## config.mk

```make
export PLATFORM = sky130hd
export DESIGN_NAME = spi_sram_target
export DESIGN_NICKNAME = d
export VERILOG_FILES = /design/src/rtl/spi_sram_pkg.sv /design/src/rtl/spi_sram_mem.sv /design/src/rtl/spi_sram_target.sv
export SDC_FILE = /design/constraint.sdc
export NUM_CORES = 2
export LEC_CHECK = 0
export ABC_AREA = 1
export CORE_MARGIN = 2
export CORE_UTILIZATION = 55
export DETAILED_ROUTE_END_ITERATION = 8
export PLACE_DENSITY = 0.81
export SYNTH_ARGS = -nofsm -noshare
export SYNTH_HDL_FRONTEND = slang
export SYNTH_HIERARCHICAL = 1
export SYNTH_SLANG_ARGS = --single-unit
```

## constraint.sdc

```tcl
create_clock -name clk_i -period 5.2 [get_ports clk_i]
set_input_delay 1.04 -clock clk_i [delete_from_list [all_inputs] [get_ports clk_i]]
set_output_delay 1.04 -clock clk_i [all_outputs]
set_load 0.05 [all_outputs]
```

## src/rtl/spi_sram_pkg.sv

```systemverilog
// spi_sram_pkg: command codes and FSM states shared by the SPI SRAM target and its controller
package spi_sram_pkg;

    typedef enum logic [2:0] {CMD, ADDR, READ, WRITE, RDMR, IGNORE} state_t;

    localparam logic [7:0] CMD_READ  = 8'h03;
    localparam logic [7:0] CMD_WRITE = 8'h02;
    localparam logic [7:0] CMD_RDMR  = 8'h05;

endpackage

```

## src/rtl/spi_sram_mem.sv

```systemverilog
// spi_sram_mem: byte-wide storage with a synchronous write port and a combinational read port
module spi_sram_mem
    import spi_sram_pkg::*;
#(
    parameter int ADDR_WIDTH = 8
) (
    input  logic                  clk_i,
    input  logic                  we,
    input  logic [ADDR_WIDTH-1:0] adr,
    input  logic [7:0]            wdat,
    output logic [7:0]            rdat
);

    logic [7:0] mem [2**ADDR_WIDTH];

    // contents are deliberately never reset, like a real SRAM
    always_ff @(posedge clk_i)
        if (we) mem[adr] <= wdat;

    assign rdat = mem[adr];

endmodule

```

## src/rtl/spi_sram_target.sv

```systemverilog
// spi_sram_target: SPI mode-0 responder emulating a sequential-mode serial SRAM
module spi_sram_target
    import spi_sram_pkg::*;
#(
    parameter int         ADDR_WIDTH = 8,
    parameter logic [7:0] MODE_VALUE = 8'h40
) (
    input  logic                  clk_i,
    input  logic                  rst_i,
    input  logic                  sck,
    input  logic                  cs_n,
    input  logic                  mosi,
    output logic                  miso,
    output logic                  busy_o,
    output logic                  wr_stb_o,
    output logic [ADDR_WIDTH-1:0] wr_adr_o,
    output logic [7:0]            wr_dat_o
);

    state_t                  state;
    logic                    sck_q;
    logic                    rise;
    logic                    fall;
    logic                    byte_done;
    logic                    mem_we;
    logic                    rd;
    logic                    tx_state;
    logic [2:0]              bit_cnt;
    logic [1:0]              adr_cnt;
    logic [6:0]              shreg;
    logic [7:0]              new_byte;
    logic [7:0]              out_sr;
    logic [7:0]              rdat;
    logic [7:0]              load_byte;
    logic [ADDR_WIDTH-1:0]   ptr;

    assign rise      = sck & ~sck_q & ~cs_n;
    assign fall      = ~sck & sck_q & ~cs_n;
    assign new_byte  = {shreg, mosi};
    assign byte_done = rise && bit_cnt == 3'd7;
    assign mem_we    = byte_done && state == WRITE;
    assign tx_state  = state == READ || state == RDMR;
    assign load_byte = state == READ ? rdat : MODE_VALUE;

    spi_sram_mem #(.ADDR_WIDTH(ADDR_WIDTH)) u_mem (
        .clk_i (clk_i),
        .we    (mem_we),
        .adr   (ptr),
        .wdat  (new_byte),
        .rdat  (rdat)
    );

    // sck history for edge detection and registered select indication
    always_ff @(posedge clk_i or posedge rst_i)
        if (rst_i) begin
            sck_q  <= 1'b0;
            busy_o <= 1'b0;
        end else begin
            sck_q  <= sck;
            busy_o <= ~cs_n;
        end

    // bit shifting, command/address decode, write commit and miso generation
    always_ff @(posedge clk_i or posedge rst_i)
        if (rst_i) begin
            state    <= CMD;
            bit_cnt  <= 3'd0;
            adr_cnt  <= 2'd0;
            shreg    <= 7'd0;
            out_sr   <= 8'd0;
            rd       <= 1'b0;
            ptr      <= '0;
            miso     <= 1'b0;
            wr_stb_o <= 1'b0;
            wr_adr_o <= '0;
            wr_dat_o <= 8'd0;
        end else begin
            wr_stb_o <= 1'b0;
            if (cs_n) begin
                state   <= CMD;
                bit_cnt <= 3'd0;
                miso    <= 1'b0;
            end else begin
                if (rise) begin
                    shreg   <= {shreg[5:0], mosi};
                    bit_cnt <= bit_cnt + 3'd1;
                end
                if (byte_done)
                    case (state)
                        CMD: begin
                            state   <= (new_byte == CMD_READ || new_byte == CMD_WRITE) ? ADDR :
                                       new_byte == CMD_RDMR ? RDMR : IGNORE;
                            rd      <= new_byte == CMD_READ;
                            adr_cnt <= 2'd0;
                        end
                        ADDR: begin
                            // shifting whole bytes through ptr keeps only the implemented low bits
                            ptr     <= ADDR_WIDTH'({ptr, new_byte});
                            adr_cnt <= adr_cnt + 2'd1;
                            if (adr_cnt == 2'd2) state <= rd ? READ : WRITE;
                        end
                        WRITE: begin
                            wr_stb_o <= 1'b1;
                            wr_adr_o <= ptr;
                            wr_dat_o <= new_byte;
                            ptr      <= ptr + 1'b1;
                        end
                        default: ;
                    endcase
                // a fall with bit_cnt at 0 is the first fall after a byte boundary
                if (fall) begin
                    if (tx_state && bit_cnt == 3'd0) begin
                        miso   <= load_byte[7];
                        out_sr <= {load_byte[6:0], 1'b0};
                        if (state == READ) ptr <= ptr + 1'b1;
                    end else if (tx_state) begin
                        miso   <= out_sr[7];
                        out_sr <= {out_sr[6:0], 1'b0};
                    end else
                        miso <= 1'b0;
                end
            end
        end

endmodule

```

==> flow_metrics.py <==
metrics = {
    "status": {
        "outcome": "complete, no violations",
    },
    "floorplanning": {
        "dieWidth_um": 402,
        "fp.dieH_um": 402,
        "core_mm2": 0.158,
        "initial_utilization_pct": 55.2,
        "rows": 146,
        "ios": 24,
        "die_area_mm2": 0.162,
    },
    "clock_network": {
        "root_buffer": "clkbuf_16",
        "clk_pin_slew_ns": 0.06,
        "h-tree-depth": 4,
        "cts_buffer_depth": 3,
        "hold_buffers": 0,
        "cts_setup_buffers": 0,
        "post_cts_resized": 0,
        "worstSkewPairLatency_ns": 0.85,
        "cts_buffers": 200,
        "cts_tree": "built",
        "clock-sinks": 2099,
    },
    "route": {
        "dr_total_vias": 60300,
        "drt_first_pass_iters": 7,
        "final_antenna_net_count": 0,
        "wl_per_cell_um": 21.5,
        "drc_errors": 0,
        "vias_per_cell": 5.76,
        "drt-initial-drc-count": 8811,
        "totalWireLength_mm": 225,
    },
    "run": {
        "cap_violations": 0,
    },
    "setup_path": {
        "critical_path_class": "in2reg",
        "cp.arrival_ns": 4.29,
        "critPathRequiredTime_ns": 5.67,
        "r2r_start": "ptr[1]$_DFFE_PP0N_",
        "max_stage_delay_ns": 0.84,
        "cp-start-kind": "input port",
        "crit_path_end_kind": "flop",
        "crit_fanout": 16,
        "timing.critical_path.slowest_stage_cell": "nor2_1",
        "crit_path_start": "sck",
        "path_cells": "clkdlybuf4s50_1 > nand2_1 > nor2_2 > nand3_2 > inv_1 > buf_4 > nand3_1 > nor2_1",
    },
    "logic_synthesis": {
        "netlist_area_mm2": 0.0872,
        "ys_top_cells_by_area": "edfxtp_1 71%, nand2_1 21%, nor2_1 1.6%",
        "synthTopCellsByCount": "4,858 x nand2_1, 2,048 x edfxtp_1, 374 x nor2_1, 203 x nand3_1, 185 x buf_2",
        "synth_fp_nets": 8319,
        "ys_async_sr_fraction_pct": 2.43,
        "yosysWarnings": 6,
        "syn_area_per_cell_um2": 10.5,
        "syn_inst": 8309,
        "yosysTopAreaCellShare_pct": 70.5,
        "ys_types": 35,
        "yosysTopAreaCell": "edfxtp_1",
        "ys.flop_type": "edfxtp_1",
        "synth_seq_area_share_pct": 72.0,
        "synth.most_common_cell": "nand2_1",
        "ys_ff_latch": 2099,
        "synth_edf_count": 2048,
    },
    "power_and_ir_drop": {
        "p_leak_nw": 38.1,
        "ir_drop_mv": 0.311,
        "power.density_mw_per_mm2": 387,
        "totalPowerFinal_mw": 37.1,
    },
    "timing": {
        "layout_setup_ws_ns": 1.37,
        "holdWs_ns": 0.486,
        "setup_viol": 0,
        "period_share_pct": 73.6,
        "slew_violations": 0,
        "worstMarginPinSlew_ns": 1.20,
        "rsz0062_at_grt": "no",
        "hold_viol_final": 0,
        "max_slew_margin_pct": 20.0,
        "max_clock_freq_mhz": 261,
        "skew_ns": 0.0293,
        "min_period_ns": 3.83,
        "setup_tns_ns": 0,
    },
    "global_routing": {
        "grt_pass1_wl_mm": 337,
        "grt_max_degree": 203,
        "grt_overflow": 0,
        "grt_use_total_pct": 27.5,
        "antenna_found_initial": 6,
        "grt_pass1_vias": 58400,
    },
    "placed_design": {
        "place_congestion": 0.947,
        "portBuffers": 23,
        "post-place-ws_ns": 0.686,
        "dpl.hpwl_mm": 126,
    },
    "layout": {
        "nets": 8232,
        "antenna_cells": 0,
        "layout-drive-gt1-share_pct": 5.33,
        "area_growth_pct": 10.1,
    },
    "hold_path": {
        "min_from": "out_sr[5]$_DFFE_PP0P_",
        "hp-class": "reg2reg",
    },
}
[metal layers]
| layer | part of all wire (%) | GRT usage (%) | vias up |
|---|---|---|---|
| met5 | 0.055 | 0 | - |
| met4 | 5.1 | 13.0 | 11 |
| li1 | - | - | 27100 |
| met1 | 36 | 35.6 | 28400 |
| met3 | 13 | 6.88 | 736 |
| met2 | 46 | 43.8 | 4009 |
[final cells by class]
type / instances / area [um^2]
clock buffers: 244 / 5210
well taps: 2072 / 2590
repair buffers: 134 / 1490
clock inverters: 128 / 1310
inverters: 71 / 307
flip-flops and latches: 2099 / 62800
fillers: 11500 / 62000
multi-input cells: 5716 / 22300
[final timing paths]
path                                                to  slack, ns  depth (start not counted)
setup / recovery           u_mem/mem[161][6]$_DFFE_PP_       1.37                          8
hold / removal                   out_sr[5]$_DFFE_PP0P_       0.49                          2
setup reg to reg                 out_sr[4]$_DFFE_PP0P_       1.42                         16
hold reg to reg                  out_sr[5]$_DFFE_PP0P_       0.49                          2
max in group asynchronous           ptr[0]$_DFFE_PP0N_       3.57                          2
min in group asynchronous      wr_adr_o[1]$_DFFE_PP0P_       0.82                          2
[power breakdown]
part	leakage (nW)	total [mW]	switching, mW	internal, mW
logic	15.5	2.98	2.46	0.518
clock network	3.16	14.5	6.24	8.24
registers	19.4	19.7	0.278	19.4
total	38.1	37.1	8.98	28.2
[cells by family (layout without fill, tap and decap cells)]
logic type,Yosys count,in the layout,share of synthesized area [%]
DFF,2099,2099,72.0
buffers and inverters,494,577,2.50
AOI/OAI and AO/OA,249,249,1.46
adders and majority gates,5,5,0.0717
xor gates and xnor gates,2,2,0.0201
and+or+nand+nor,5460,5460,24.0
[cell usage in the layout (no fill, tap or decap), types with 12 or more instances in the layout]
master,n
clkinv_1,46
clkinv_2,34
a21oi_1,43
inv_1,57
clkbuf_1,42
clkinvlp_4,12
o21ai_1,140
nand2_1,4858
buf_4,77
o21ai_0,54
dfrtp_1,42
clkdlybuf4s50_1,22
nand3_1,203
buf_12,34
edfxtp_1,2048
nor2_1,369
clkbuf_16,202
bufinv_16,22
[critical path, delay by kind of cell]
family	cells	cell delay, ns
buffers and inverters	3	1.22
AND/OR/NAND/NOR	5	2.03
[per-stage QoR]
stage	utilization [%]	std cells	area (um^2)
global placement	56.6	10100	89500
global route	60.8	10500	96000
CTS	60.8	10500	96000
finish	60.8	10500	96000
detailed placement	56.6	10100	89500
floorplan	-	8309	87200
[registers in the layout, indices dropped and copies added (netlist names)]
name and cells:
adr_cnt 2, bit_cnt 3, busy_o 1, miso 1
out_sr 7, ptr 8, rd 1, sck_q 1
shreg 7, state 3, u_mem/mem 2048, wr_adr_o 8
wr_dat_o 8, wr_stb_o 1
No activity file was read; power rests on OpenSTA's default activity.
